**src/rtl/clock_set_controller_if.sv**
```systemverilog
// Signal bundle between the clock set controller, the button synchronizers
// and the three BCD time-of-day counters.
// master: the surrounding logic (synchronizers in, counters out).
// slave : the controller itself.
interface clock_set_controller_if;
   logic       tick;
   logic       btn_mode;
   logic       btn_up;
   logic       btn_down;
   logic       sec_cout;
   logic       min_cout;

   logic       sec_add;
   logic       sec_sub;
   logic       sec_clr;
   logic       min_add;
   logic       min_sub;
   logic       hour_add;
   logic       hour_sub;
   logic       time_hold;
   logic [1:0] mode;
   logic       blank_hour;
   logic       blank_min;
   logic       blank_sec;

   modport master (
      output tick, btn_mode, btn_up, btn_down, sec_cout, min_cout,
      input  sec_add, sec_sub, sec_clr, min_add, min_sub, hour_add, hour_sub,
      input  time_hold, mode, blank_hour, blank_min, blank_sec
   );

   modport slave (
      input  tick, btn_mode, btn_up, btn_down, sec_cout, min_cout,
      output sec_add, sec_sub, sec_clr, min_add, min_sub, hour_add, hour_sub,
      output time_hold, mode, blank_hour, blank_min, blank_sec
   );
endinterface

```
**src/rtl/clock_set_controller.sv**
```systemverilog
// Sequencing controller for the hours/minutes/seconds BCD counters.
// RUN: 1 Hz tick advances seconds, counter carries ripple upward.
// SET_HOUR / SET_MIN / SET_SEC: button edges become single-cycle edit
// strobes, time is frozen, carries are ignored, and an idle timeout
// returns to RUN.
// Optional build macro CLOCK_SET_BLINK_EN adds a blink counter that blanks
// the field being edited every BLINK_CYCLES clk cycles; without it the
// blank outputs are tied low.
//
// state       | meaning
// ------------+--------------------------------------------------
// ST_RUN      | normal timekeeping, ticks and carries act
// ST_SET_HOUR | editing hours, up/down -> hour_add/hour_sub
// ST_SET_MIN  | editing minutes, up/down -> min_add/min_sub
// ST_SET_SEC  | editing seconds, up or down -> sec_clr
module clock_set_controller #(
   parameter int unsigned TIMEOUT_TICKS = 30,
   parameter int unsigned BLINK_CYCLES  = 25000000
) (
   input  logic                  clk,
   input  logic                  rst,
   clock_set_controller_if.slave bus
);

   typedef enum logic [1:0] {
      ST_RUN      = 2'b00,
      ST_SET_HOUR = 2'b01,
      ST_SET_MIN  = 2'b10,
      ST_SET_SEC  = 2'b11
   } state_t;

   localparam logic [7:0] TIMEOUT_LAST = 8'(TIMEOUT_TICKS - 1);

   // Out-of-range parameters are caught at elaboration.
   if (TIMEOUT_TICKS < 1 || TIMEOUT_TICKS > 255 || BLINK_CYCLES < 2) begin : g_param_check
      $error("clock_set_controller: TIMEOUT_TICKS must be 1..255 and BLINK_CYCLES >= 2");
   end

   state_t     state;
   state_t     nxt_state;
   logic       mode_q;
   logic       up_q;
   logic       down_q;
   logic       primed;
   logic [7:0] tcnt;
   logic [7:0] tcnt_nxt;

   logic       mode_e;
   logic       up_e;
   logic       down_e;
   logic       in_set;
   logic       accept;
   logic       timeout;

   // Edge decode, edit acceptance and next-state selection.
   // primed masks the first cycle after reset so a button held through
   // reset is not mistaken for a fresh press.
   always_comb begin
      mode_e    = primed & bus.btn_mode & ~mode_q;
      up_e      = primed & bus.btn_up   & ~up_q;
      down_e    = primed & bus.btn_down & ~down_q;
      in_set    = (state != ST_RUN);
      accept    = 1'b0;
      timeout   = 1'b0;
      nxt_state = state;
      tcnt_nxt  = tcnt;

      if (in_set && !mode_e) begin
         if (state == ST_SET_SEC) accept = up_e | down_e;
         else                     accept = up_e ^ down_e;
      end

      timeout = in_set & bus.tick & ~accept & (tcnt == TIMEOUT_LAST);

      if (mode_e) begin
         unique case (state)
            ST_RUN:      nxt_state = ST_SET_HOUR;
            ST_SET_HOUR: nxt_state = ST_SET_MIN;
            ST_SET_MIN:  nxt_state = ST_SET_SEC;
            ST_SET_SEC:  nxt_state = ST_RUN;
            default:     nxt_state = ST_RUN;
         endcase
         tcnt_nxt = 8'd0;
      end else if (accept) begin
         tcnt_nxt = 8'd0;
      end else if (timeout) begin
         nxt_state = ST_RUN;
         tcnt_nxt  = 8'd0;
      end else if (in_set && bus.tick) begin
         tcnt_nxt = tcnt + 8'd1;
      end
   end

   // Input sampling for edge detection.
   always_ff @(posedge clk) begin
      if (rst) begin
         mode_q <= 1'b0;
         up_q   <= 1'b0;
         down_q <= 1'b0;
         primed <= 1'b0;
      end else begin
         mode_q <= bus.btn_mode;
         up_q   <= bus.btn_up;
         down_q <= bus.btn_down;
         primed <= 1'b1;
      end
   end

   // FSM: state, timeout counter and registered strobes / status outputs.
   always_ff @(posedge clk) begin
      if (rst) begin
         state         <= ST_RUN;
         tcnt          <= 8'd0;
         bus.mode      <= 2'b00;
         bus.time_hold <= 1'b0;
         bus.sec_add   <= 1'b0;
         bus.sec_sub   <= 1'b0;
         bus.sec_clr   <= 1'b0;
         bus.min_add   <= 1'b0;
         bus.min_sub   <= 1'b0;
         bus.hour_add  <= 1'b0;
         bus.hour_sub  <= 1'b0;
      end else begin
         state         <= nxt_state;
         tcnt          <= tcnt_nxt;
         bus.mode      <= nxt_state;
         bus.time_hold <= (nxt_state != ST_RUN);

         // Seconds are only ever zeroed while editing, never decremented.
         bus.sec_sub  <= 1'b0;
         bus.sec_add  <= (state == ST_RUN) & bus.tick;
         bus.min_add  <= ((state == ST_RUN) & bus.sec_cout) |
                         ((state == ST_SET_MIN) & accept & up_e);
         bus.hour_add <= ((state == ST_RUN) & bus.min_cout) |
                         ((state == ST_SET_HOUR) & accept & up_e);
         bus.min_sub  <= (state == ST_SET_MIN)  & accept & down_e;
         bus.hour_sub <= (state == ST_SET_HOUR) & accept & down_e;
         bus.sec_clr  <= (state == ST_SET_SEC)  & accept;
      end
   end

`ifdef CLOCK_SET_BLINK_EN
   localparam int unsigned BLINK_W = $clog2(BLINK_CYCLES);
   localparam logic [BLINK_W-1:0] BLINK_LAST = BLINK_W'(BLINK_CYCLES - 1);

   logic [BLINK_W-1:0] blink_cnt;
   logic               blink_phase;
   logic               blink_clr;

   // Restart the blink so the edited field is visible right after a change.
   assign blink_clr = (mode_e && (nxt_state != ST_RUN)) || accept;

   // Free-running blink half-period counter and phase toggle.
   always_ff @(posedge clk) begin
      if (rst) begin
         blink_cnt   <= '0;
         blink_phase <= 1'b0;
      end else if (blink_clr) begin
         blink_cnt   <= '0;
         blink_phase <= 1'b0;
      end else if (blink_cnt == BLINK_LAST) begin
         blink_cnt   <= '0;
         blink_phase <= ~blink_phase;
      end else begin
         blink_cnt   <= blink_cnt + 1'b1;
      end
   end

   assign bus.blank_hour = (state == ST_SET_HOUR) & blink_phase;
   assign bus.blank_min  = (state == ST_SET_MIN)  & blink_phase;
   assign bus.blank_sec  = (state == ST_SET_SEC)  & blink_phase;
`else
   assign bus.blank_hour = 1'b0;
   assign bus.blank_min  = 1'b0;
   assign bus.blank_sec  = 1'b0;
`endif

endmodule
```
**src/flat_wrapper.sv**
```systemverilog
// flat-port wrapper written by rule: the top's interface ports become plain ports
module clock_set_controller_flat 
#(
   parameter int unsigned TIMEOUT_TICKS = 30,
   parameter int unsigned BLINK_CYCLES  = 25000000
)
  (clk, rst, bus_tick, bus_btn_mode, bus_btn_up, bus_btn_down, bus_sec_cout, bus_min_cout, bus_sec_add, bus_sec_sub, bus_sec_clr, bus_min_add, bus_min_sub, bus_hour_add, bus_hour_sub, bus_time_hold, bus_mode, bus_blank_hour, bus_blank_min, bus_blank_sec);
  clock_set_controller_if bus_i ();
  input  logic clk;
  input  logic rst;
  input wire logic [$bits(bus_i.tick)-1:0] bus_tick;
  input wire logic [$bits(bus_i.btn_mode)-1:0] bus_btn_mode;
  input wire logic [$bits(bus_i.btn_up)-1:0] bus_btn_up;
  input wire logic [$bits(bus_i.btn_down)-1:0] bus_btn_down;
  input wire logic [$bits(bus_i.sec_cout)-1:0] bus_sec_cout;
  input wire logic [$bits(bus_i.min_cout)-1:0] bus_min_cout;
  output wire logic [$bits(bus_i.sec_add)-1:0] bus_sec_add;
  output wire logic [$bits(bus_i.sec_sub)-1:0] bus_sec_sub;
  output wire logic [$bits(bus_i.sec_clr)-1:0] bus_sec_clr;
  output wire logic [$bits(bus_i.min_add)-1:0] bus_min_add;
  output wire logic [$bits(bus_i.min_sub)-1:0] bus_min_sub;
  output wire logic [$bits(bus_i.hour_add)-1:0] bus_hour_add;
  output wire logic [$bits(bus_i.hour_sub)-1:0] bus_hour_sub;
  output wire logic [$bits(bus_i.time_hold)-1:0] bus_time_hold;
  output wire logic [$bits(bus_i.mode)-1:0] bus_mode;
  output wire logic [$bits(bus_i.blank_hour)-1:0] bus_blank_hour;
  output wire logic [$bits(bus_i.blank_min)-1:0] bus_blank_min;
  output wire logic [$bits(bus_i.blank_sec)-1:0] bus_blank_sec;
  assign bus_i.tick = bus_tick;
  assign bus_i.btn_mode = bus_btn_mode;
  assign bus_i.btn_up = bus_btn_up;
  assign bus_i.btn_down = bus_btn_down;
  assign bus_i.sec_cout = bus_sec_cout;
  assign bus_i.min_cout = bus_min_cout;
  assign bus_sec_add = bus_i.sec_add;
  assign bus_sec_sub = bus_i.sec_sub;
  assign bus_sec_clr = bus_i.sec_clr;
  assign bus_min_add = bus_i.min_add;
  assign bus_min_sub = bus_i.min_sub;
  assign bus_hour_add = bus_i.hour_add;
  assign bus_hour_sub = bus_i.hour_sub;
  assign bus_time_hold = bus_i.time_hold;
  assign bus_mode = bus_i.mode;
  assign bus_blank_hour = bus_i.blank_hour;
  assign bus_blank_min = bus_i.blank_min;
  assign bus_blank_sec = bus_i.blank_sec;
  clock_set_controller #(.TIMEOUT_TICKS(TIMEOUT_TICKS), .BLINK_CYCLES(BLINK_CYCLES)) u_core (.clk(clk), .rst(rst), .bus(bus_i));
endmodule
```
**config.mk**
```make
export PLATFORM = sky130hd
export DESIGN_NAME = clock_set_controller_flat
export DESIGN_NICKNAME = d
export VERILOG_FILES = /design/src/rtl/clock_set_controller_if.sv /design/src/rtl/clock_set_controller.sv /design/src/flat_wrapper.sv
export SDC_FILE = /design/constraint.sdc
export NUM_CORES = 1
export LEC_CHECK = 0
export CAP_MARGIN = 20
export CORE_UTILIZATION = 52
export CTS_BUF_LIST = sky130_fd_sc_hd__clkbuf_16
export CTS_CLUSTER_SIZE = 14
export DETAILED_ROUTE_END_ITERATION = 10
export PLACE_DENSITY_LB_ADDON = 0.15
export SYNTH_ARGS = -nofsm -noshare
export SYNTH_HDL_FRONTEND = slang
export SYNTH_SLANG_ARGS = --single-unit
```
**constraint.sdc**
```tcl
create_clock -name clk -period 4.4 [get_ports clk]
set_input_delay 0.88 -clock clk [delete_from_list [all_inputs] [get_ports clk]]
set_output_delay 0.88 -clock clk [all_outputs]
set_load 0.02 [all_outputs]
```
==> flow_metrics.tcl <==
set metrics [dict create \
    status "completed" \
    yosysMostFrequentCell "dfxtp_1" \
    vias_per_cell 5.05 \
    setup_viol 0 \
    placed_area_um2 1140 \
    largest_register "u_core.tcnt" \
    clk-insertion-delay-late_ns 0.25 \
    die_height_um 45.7 \
    dp_hpwl_mm 1.23 \
    hold_viol 0 \
    r2r_slack_ns 2.54 \
    cp_cell_sequence "clkdlybuf4s50_1, nand2_1, nor2_1, inv_1, ha_1, or2b_2, a21oi_4, nand3b_2, nor2_1" \
    synth_largest_area_cell "dfxtp_1" \
    htree_levels 1 \
    fin_ws_ns 1.82 \
    ys_seq_area_share_pct 42.4 \
    holdPathEnd "u_core.tcnt[7]$_SDFFE_PP0N_" \
    nets 139 \
    rsz0062_at_grt "no" \
    cts_setup_buffers 0 \
    grt_pass1_vias 642 \
    total_power_uw 434 \
    fin_area_um2 1220 \
    r2r_end "u_core.tcnt[0]$_SDFFE_PP0N_" \
    synth_area_leaders "dfxtp_1 (42%), ha_1 (8.8%), nor2_1 (4.5%), xnor2_1 (3.5%), nand2_1 (3.4%)" \
    rr_startpoint "u_core.primed$_DFF_P_" \
    cts_buffers 3 \
    clock_sinks 21 \
    arrival_ns 2.72 \
    grt_usage_pct 18.8 \
    crit_path_max_incr_delay_ns 0.46 \
    synth_area_um2 991 \
    whs_ns 0.540 \
    drt_first_pass_iters 4 \
    place_ws_ns 1.55 \
    layout-drive-gt1-share_pct 8.94 \
    die_w_um 45.7 \
    ys_warn_count 0 \
    drv_slew 0 \
    worstSetupPathType "in2reg" \
    irDropWorstVdd_mv 0.241 \
    dr.first_iter.drc_count 13 \
    cts_tree "yes" \
    cts_root_buffer "clkbuf_16" \
    cp_max_fo 8 \
    ant_nets 0 \
    min_path_type "reg2reg" \
    synth_top_flop_cell "dfxtp_1" \
    synthArstFlopShare_pct 0 \
    crit_top_cell "nor2_1" \
    syn_inst 106 \
    clock_path_buffers 2 \
    initial_core_util_pct 56.2 \
    fin_crit_ns 2.58 \
    hp-start "u_core.tcnt[7]$_SDFFE_PP0N_" \
    fin_crit_sh_pct 58.6 \
    core-area_um2 1760 \
    vias 748 \
    avgSynthCellArea_um2 9.35 \
    antenna_found_initial 0 \
    grt_overflow 0 \
    avgRoutedWirePerCell_um 10.9 \
    cts.clk_slew.worst_paths_ns 0.05 \
    tns_ns 0 \
    required_ns 4.54 \
    grt_pass1_wl_mm 2.77 \
    fmax_mhz 388 \
    worst-r2r-cell-count 8 \
    wl_mm 1.62 \
    rows 15 \
    fin_worst_skew_ns 0.00443 \
    largest_reg_flops 8 \
    min_path_cells 2 \
    p_per_area_nw_per_um2 355 \
    dieArea_um2 2080 \
    slowest_stage "clkdlybuf4s50_1" \
    start_kind "input port" \
    gp_congestion 0.844 \
    drc 0 \
    netlist_top_cells_count "dfxtp_1 (21), nor2_1 (12), nand2_1 (9)" \
    yosys_register_bits 21 \
    port_buffers 16 \
    yosys.cell_types.count 31 \
    drv_cap 0 \
    leakagePower_nw 0.485 \
    cts.repair.resized 0 \
    endpoint_kind "flip-flop" \
    antenna_cells 0 \
    reg.largest.list "u_core.tcnt x8, u_core.bus.mode x2" \
    synth-edff-count 0 \
    ioPinCount 21 \
    fillers 164 \
    netlist.area_leader.share_pct 42.4 \
    synthToLayoutAreaGrowth_pct 23.5 \
    ctsHoldBuffers 0 \
    grt_max_degree 12 \
]
[worst max-delay path by stage]
stage | from | endpoint | slack, ns | depth (start not counted)
after CTS | bus_btn_up | u_core.tcnt[5]$_SDFFE_PP0N_ | 1.81 | 9
after detailed placement | bus_btn_up | u_core.tcnt[5]$_SDFFE_PP0N_ | 1.55 | 9
final | bus_btn_up | u_core.tcnt[0]$_SDFFE_PP0N_ | 1.82 | 9
after floorplan | bus_btn_up | u_core.tcnt[1]$_SDFFE_PP0N_ | 2.17 | 8
after global placement | bus_btn_up | u_core.tcnt[5]$_SDFFE_PP0N_ | 1.60 | 9
after global routing | bus_btn_up | u_core.tcnt[2]$_SDFFE_PP0N_ | 1.69 | 9
[report_power, final]
part	total [mW]	internal (mW)	leakage (nW)	switching, mW
logic	0.0486	0.0227	0.271	0.0259
clock network	0.185	0.121	0.0423	0.0641
registers	0.201	0.197	0.172	0.00398
total	0.434	0.340	0.485	0.0940
[per-stage QoR]
step	util, %	std cells
6_report	69.4	148
3_3_place_gp	64.9	144
4_1_cts	69.4	148
5_1_grt	69.4	148
3_5_place_dp	64.9	144
2_1_floorplan	-	109
[final cells by class]
class / count / area [um^2] / area share, %
multi-input cells: 75 / 507 / 41.4
clock inverters: 1 / 3.75 / 0.307
repair buffers: 16 / 160 / 13.1
clock buffers: 3 / 75.1 / 6.13
well taps: 25 / 31.3 / 2.56
flip-flops and latches: 21 / 420 / 34.4
inverters: 7 / 26.3 / 2.15
[layout by cell type, fill, tap and decap left out]
master	count
and3b_1	2
nor4b_1	1
nand3b_2	1
and3_2	1
nand3b_1	3
nor2b_1	3
or2b_2	2
dfxtp_1	21
o22ai_1	3
nor3b_1	1
clkdlybuf4s50_1	16
nor3_1	3
a211oi_2	1
nand4_1	4
and4_1	2
nor2_1	12
a21oi_4	1
and3_1	1
a21oi_1	2
and2_2	1
nand2_1	9
and2b_2	1
xnor2_1	4
clkbuf_16	3
ha_1	7
inv_1	8
nand3_1	2
conb_1	4
o21ai_0	1
xor2_1	3
[cells by family after synthesis]
kind of cell | after synthesis | share of synthesized area, %
other | 1 | 0.378
DFF | 21 | 42.4
and+or+nand+nor | 49 | 28.3
AOI/OAI and AO/OA | 8 | 6.31
xor gates and xnor gates | 7 | 6.19
buffers and inverters | 13 | 7.58
adders and majority gates | 7 | 8.84
[per-layer routing]
layer | vias up | track usage [%] | wire length (um)
li1 | 382 | - | -
met1 | 339 | 24.5 | 782
met2 | 25 | 29.1 | 737
met3 | 2 | 6.35 | 89
met4 | 0 | 5.45 | 9
met5 | - | 0 | 0
[worst max-delay path, delay by kind of cell]
kind | cells | cell delay, ns
buf+inv | 2 | 0.53
compound gates | 1 | 0.19
fa+ha+maj | 1 | 0.27
simple gates | 5 | 0.84
(Power assumes the default switching activity.)
